===== src/rtl/column_accumulator.sv =====
// Column accumulator bank: sums signed column partial sums per lane, snapshots the
// bank on a store command and drains it per lane or as one saturated cross-lane sum.
module column_accumulator #(
    parameter int ARR_SIZE    = 4,
    parameter int VERTICAL_BW = 32,
    parameter int ACC_BW      = 40,
    parameter int OUT_BW      = 32,
    parameter int ADDR_W      = 4
) (
    input  logic                            clk_i,
    input  logic                            rst_i,
    input  logic                            in_valid_i,
    input  logic [ARR_SIZE*VERTICAL_BW-1:0] in_data_i,
    input  logic                            acc_reset_i,
    input  logic                            store_output_i,
    input  logic                            reduce_mode_i,
    input  logic [ADDR_W-1:0]               op_buffer_address_i,
    output logic                            store_ready_o,
    output logic [OUT_BW-1:0]               output_data_o,
    output logic [ADDR_W-1:0]               output_buffer_addr_o,
    output logic                            output_buffer_enable_o,
    input  logic                            output_buffer_ready_i,
    output logic                            sat_flag_o
);

    localparam int IDX_W  = (ARR_SIZE > 1) ? $clog2(ARR_SIZE) : 1;
    localparam int SUM_BW = ACC_BW + $clog2(ARR_SIZE);
    localparam logic [IDX_W-1:0] LAST_IDX = IDX_W'(ARR_SIZE - 1);
    localparam logic signed [SUM_BW-1:0] SAT_MAX = {{(SUM_BW-OUT_BW+1){1'b0}}, {(OUT_BW-1){1'b1}}};
    localparam logic signed [SUM_BW-1:0] SAT_MIN = {{(SUM_BW-OUT_BW+1){1'b1}}, {(OUT_BW-1){1'b0}}};

    typedef enum logic [1:0] {
        S_IDLE,
        S_DRAIN,
        S_REDUCE_SUM,
        S_REDUCE_OUT
    } state_e;

    state_e                   state_q, state_d;
    logic signed [ACC_BW-1:0] lane_q [ARR_SIZE];
    logic signed [ACC_BW-1:0] lane_d [ARR_SIZE];
    logic signed [ACC_BW-1:0] beat_ext [ARR_SIZE];
    logic signed [ACC_BW-1:0] beat_sum [ARR_SIZE];
    logic signed [ACC_BW-1:0] snap_q [ARR_SIZE];
    logic signed [ACC_BW-1:0] snap_d [ARR_SIZE];
    logic [IDX_W-1:0]         idx_q, idx_d;
    logic signed [SUM_BW-1:0] sum_q, sum_d;
    logic [ADDR_W-1:0]        base_q, base_d;
    logic                     sat_q, sat_d;

    logic signed [SUM_BW-1:0] snap_ext;
    logic signed [SUM_BW-1:0] emit_val;
    logic [OUT_BW-1:0]        emit_word;
    logic                     emit_clamped;

    // beat_sum is what the snapshot sees: this cycle's beat included, acc_reset ignored.
    always_comb begin
        for (int k = 0; k < ARR_SIZE; k++) begin
            beat_ext[k] = '0;
            if (in_valid_i) begin
                beat_ext[k] = ACC_BW'($signed(in_data_i[k*VERTICAL_BW +: VERTICAL_BW]));
            end
            beat_sum[k] = lane_q[k] + beat_ext[k];
            lane_d[k]   = acc_reset_i ? '0 : beat_sum[k];
        end
    end

    always_comb begin
        snap_ext     = SUM_BW'(snap_q[idx_q]);
        emit_val     = (state_q == S_REDUCE_OUT) ? sum_q : snap_ext;
        emit_word    = emit_val[OUT_BW-1:0];
        emit_clamped = 1'b0;
        if (emit_val > SAT_MAX) begin
            emit_word    = SAT_MAX[OUT_BW-1:0];
            emit_clamped = 1'b1;
        end else if (emit_val < SAT_MIN) begin
            emit_word    = SAT_MIN[OUT_BW-1:0];
            emit_clamped = 1'b1;
        end
    end

    // NOTE: every signal driven here gets a default first, so no path can infer a latch.
    always_comb begin
        state_d                = state_q;
        idx_d                  = idx_q;
        sum_d                  = sum_q;
        snap_d                 = snap_q;
        base_d                 = base_q;
        sat_d                  = sat_q;
        store_ready_o          = 1'b0;
        output_data_o          = '0;
        output_buffer_addr_o   = '0;
        output_buffer_enable_o = 1'b0;

        case (state_q)
            S_IDLE: begin
                store_ready_o = 1'b1;
                if (store_output_i) begin
                    snap_d  = beat_sum;
                    base_d  = op_buffer_address_i;
                    sat_d   = 1'b0;
                    idx_d   = '0;
                    sum_d   = '0;
                    state_d = reduce_mode_i ? S_REDUCE_SUM : S_DRAIN;
                end
            end
            S_DRAIN: begin
                output_buffer_enable_o = 1'b1;
                output_data_o          = emit_word;
                output_buffer_addr_o   = base_q + ADDR_W'(idx_q);
                if (output_buffer_ready_i) begin
                    if (emit_clamped) sat_d = 1'b1;
                    if (idx_q == LAST_IDX) begin
                        idx_d   = '0;
                        state_d = S_IDLE;
                    end else begin
                        idx_d = idx_q + 1'b1;
                    end
                end
            end
            S_REDUCE_SUM: begin
                sum_d = sum_q + snap_ext;
                if (idx_q == LAST_IDX) begin
                    idx_d   = '0;
                    state_d = S_REDUCE_OUT;
                end else begin
                    idx_d = idx_q + 1'b1;
                end
            end
            S_REDUCE_OUT: begin
                output_buffer_enable_o = 1'b1;
                output_data_o          = emit_word;
                output_buffer_addr_o   = base_q;
                if (output_buffer_ready_i) begin
                    if (emit_clamped) sat_d = 1'b1;
                    state_d = S_IDLE;
                end
            end
            default: state_d = S_IDLE;
        endcase
    end

    assign sat_flag_o = sat_q;

    // NOTE: non-blocking assignments keep every register updating from pre-edge values.
    always_ff @(posedge clk_i) begin
        if (rst_i) begin
            state_q <= S_IDLE;
            idx_q   <= '0;
            sum_q   <= '0;
            base_q  <= '0;
            sat_q   <= 1'b0;
            // NOTE: lanes and snapshot are flop arrays, not RAM, so clearing them on reset is cheap.
            for (int k = 0; k < ARR_SIZE; k++) begin
                lane_q[k] <= '0;
                snap_q[k] <= '0;
            end
        end else begin
            state_q <= state_d;
            idx_q   <= idx_d;
            sum_q   <= sum_d;
            base_q  <= base_d;
            sat_q   <= sat_d;
            for (int k = 0; k < ARR_SIZE; k++) begin
                lane_q[k] <= lane_d[k];
                snap_q[k] <= snap_d[k];
            end
        end
    end

endmodule


===== config.mk =====
export PLATFORM = sky130hd
export DESIGN_NAME = column_accumulator
export DESIGN_NICKNAME = d
export VERILOG_FILES = /design/src/rtl/column_accumulator.sv
export SDC_FILE = /design/constraint.sdc
export NUM_CORES = 1
export LEC_CHECK = 0
export ABC_AREA = 1
export CORE_MARGIN = 2
export CORE_UTILIZATION = 45
export DETAILED_ROUTE_END_ITERATION = 16
export DONT_BUFFER_PORTS = 1
export GPL_TIMING_DRIVEN = 0
export PLACE_DENSITY = 0.65
export SYNTH_ARGS = -nofsm -noshare
export SYNTH_HDL_FRONTEND = slang
export SYNTH_SLANG_ARGS = --single-unit

===== constraint.sdc =====
create_clock -name clk_i -period 8.3 [get_ports clk_i]
set_clock_uncertainty 0.05 [all_clocks]
set_input_delay 1.245 -clock clk_i [delete_from_list [all_inputs] [get_ports clk_i]]
set_output_delay 1.245 -clock clk_i [all_outputs]
set_load 0.01 [all_outputs]

==> results.py <==
metrics = {
    "clock_tree": {
        "clock-root-buffer": "clkbuf_16",
        "cts_buffers": 46,
        "clk_path_buf_depth": 3,
        "clock_sinks": 371,
        "cts_hold_buf": 0,
        "tritoncts": "done",
        "postCtsSetupBuffers": 0,
        "htree_levels": 2,
        "clk_latency_ns": 0.61,
        "clkTransAtPathRegs_ns": 0.06,
        "cts_resized": 0,
    },
    "timing": {
        "maxSlewViolCount": 0,
        "setup_viol": 0,
        "relSlewSlack": 0.204,
        "clock.fmax_mhz": 188,
        "timing.setup.tns_ns": 0,
        "tightest_slew_ns": 1.19,
        "finalHoldViolCount": 0,
        "hold_ws_ns": 0.435,
        "layout_min_cycle_time_ns": 5.33,
        "period_share": 0.642,
        "rsz0062_at_grt": "false",
    },
    "die": {
        "start_util": 0.456,
        "boundaryPins": 178,
        "die_x_um": 260,
        "die_y_um": 260,
        "core_um2": 64600,
        "rows": 93,
        "dieArea_um2": 67400,
    },
    "drt": {
        "drtAntennaViolNets": 0,
        "wl_um": 115000,
        "first_pass_iters": 6,
        "num_vias": 32000,
        "routed_via_density": 5.50,
        "wl_per_cell_um": 19.8,
        "route.detailed.drc": 0,
        "drtIter0Drc": 3248,
    },
    "yosys": {
        "synth.area.top_cells": "dfxtp_1 25%, nand2_1 16%, nor2_1 9.5%, inv_1 9.1%, ha_1 8.7%",
        "synth_cells": 4864,
        "ys_types": 54,
        "netlist.top_cell.by_area": "dfxtp_1",
        "yosysSeqAreaShare": 0.252,
        "synth_edf_count": 0,
        "ys_warn_count": 0,
        "ys.flop_type": "dfxtp_1",
        "syn_nets": 5213,
        "async_flop_share": 0,
        "syn_avg_cell_area_um2": 6.05,
        "netlist.area_leader.share": 0.252,
        "synth.cell_area_um2": 29400,
        "ys_ff_latch": 371,
    },
    "pwr": {
        "pwr-share-clk": 0.270,
        "p_int_w": 0.00441,
        "p_comb_frac": 0.450,
        "p_sw_frac": 0.456,
        "power.share.sequential": 0.281,
        "leakage_nw": 16.4,
        "switching_power_w": 0.00369,
        "ir_drop_mv": 0.162,
        "powerDensity_nw_per_um2": 252,
    },
    "worst_setup_path": {
        "r2r_end": "sum_q[28]",
        "timing.rr.start": "idx_q[0]",
        "required_ns": 8.75,
        "cp_data_arrival_time_ns": 5.78,
        "cp_max_fo": 11,
        "reg2reg_depth": 18,
        "startpoint_type": "primary input",
        "critical_path_class": "in -> reg",
        "worstSetupEndpoint": "snap_q[140]",
        "setup.worst_path.start": "in_valid_i",
        "critPathCaptureType": "register",
        "rrSetupSlack_ns": 3.63,
    },
    "hold_path": {
        "min_path_type": "reg -> reg",
        "min_from": "sum_q[6]",
    },
    "grt": {
        "overflow": 0,
        "grt_use_total": 0.331,
        "antenna_found_initial": 7,
        "grt_pass1_wl_um": 171000,
        "grt_max_degree": 14,
        "grt_pass1_vias": 29600,
    },
    "layout": {
        "final_layout_size_suffix_gt1_frac": 0.0402,
        "layout.nets": 5261,
        "most-common-layout-cells": "1257 x nand2_1, 744 x nor2_1, 711 x inv_1, 386 x a21oi_1, 371 x dfxtp_1",
        "final_util": 0.497,
        "area_growth_pct": 9.19,
        "final_common_cell": "nand2_1",
        "n_fill_cell": 7006,
    },
    "run_status": {
        "outcome": "finished, final reports clean",
    },
    "flow_run": {
        "drv_cap": 0,
    },
    "placed_design": {
        "dp_hpwl_um": 95700,
        "io_buffers": 0,
        "globalplace.congestion": 1.05,
    },
}
==> stage by stage <==
step	worst slack, ns	power [W]	instance area, um2	cells
final	2.97	0.00809	32100	5809
after global routing	2.83	0.00850	32100	5807
after CTS	3.09	0.00801	32100	5805
after detailed placement	2.48	0.00583	30500	5719
after global placement	1.88	0.00579	30500	5719
after floorplan	4.58	0.00463	29400	4864
==> critical path: stages <==
cell      delay, ns
clkbuf_2       0.52
clkbuf_1       0.94
buf_1          0.47
nand2_1        0.10
inv_1          0.11
ha_1           0.27
fa_1           0.35
nand2_1        0.08
nand2_1        0.08
o21ai_2        0.08
inv_1          0.12
nand2_1        0.07
nand2_2        0.11
nand2_1        0.06
nand2_1        0.18
nand2_1        0.08
nand2_1        0.07
xor2_1         0.56
nand2_1        0.11
nand2_1        0.09
inv_1          0.04
==> sequential cells by signal (all words and copies together) (netlist names) <==
name and cells:
idx_q 2, base_q 4, state_q 2, sat_flag_o 1, sum_q 42, snap_q 160
lane_q 160
==> kinds of logic (layout without fill, tap and decap cells) <==
group	after synthesis	after routing	synth area share
AO/OA/AOI/OAI	875	875	0.169
flip-flops	371	371	0.252
other	0	4	0
multiplexers	30	30	0.0102
AND/OR/NAND/NOR	2444	2444	0.339
adder cells (fa/ha/maj)	210	210	0.0908
buffers and inverters	856	942	0.115
XOR/XNOR	78	78	0.0232
==> how the worst min path moves through the flow <==
stage                      endpoint  slack [ns]  cells past startpoint
after floorplan            sum_q[0]        0.41                      2
after global routing       sum_q[9]        0.45                      2
after global placement     sum_q[0]        0.42                      2
after detailed placement   sum_q[6]        0.43                      2
final                      sum_q[6]        0.43                      2
after CTS                 sum_q[13]        0.44                      2
==> layout make-up <==
type / instances / area (um2) / area share
tap: 855 / 1070 / 0.0333
sequential: 371 / 7430 / 0.231
buffer: 137 / 673 / 0.0210
inverter: 719 / 2710 / 0.0842
clock buffer: 57 / 1270 / 0.0396
antenna: 4 / 10.0 / 0.000312
multi-input combinational: 3637 / 18600 / 0.580
clock inverter: 29 / 349 / 0.0109
==> cells in the mapped netlist, types with 8 or more instances <==
cell,instances
nor3_1,27
o21bai_1,31
or2_1,10
buf_2,12
nand4_1,69
o22ai_1,32
nand2_1,1257
a21oi_1,386
clkbuf_1,101
a21boi_0,9
nand3b_1,18
nand3_1,279
a21o_1,25
dfxtp_1,371
mux2i_1,30
xor2_1,42
inv_1,711
o21ai_1,8
nand2_2,10
o211ai_1,53
nor2_1,744
ha_1,204
o21ai_0,254
o21ai_2,41
a31oi_1,10
xnor2_1,36
==> power groups by stage <==
stage          Combinational [W]  Clock, W  Sequential, W
2_1_floorplan            0.00243         0        0.00221
3_3_place_gp             0.00350         0        0.00229
3_5_place_dp             0.00353         0        0.00230
4_1_cts                  0.00355   0.00220        0.00226
5_1_grt                  0.00393   0.00228        0.00229
6_report                 0.00364   0.00218        0.00227
==> routing by layer <==
| metal | up-vias | share of wire | GRT usage |
|---|---|---|---|
| li1 | 15800 | - | - |
| met1 | 14600 | 0.42 | 0.436 |
| met2 | 1346 | 0.45 | 0.543 |
| met3 | 228 | 0.081 | 0.0431 |
| met4 | 6 | 0.044 | 0.139 |
| met5 | - | 0.00038 | 0 |
No activity file was read; power rests on OpenSTA's default activity.
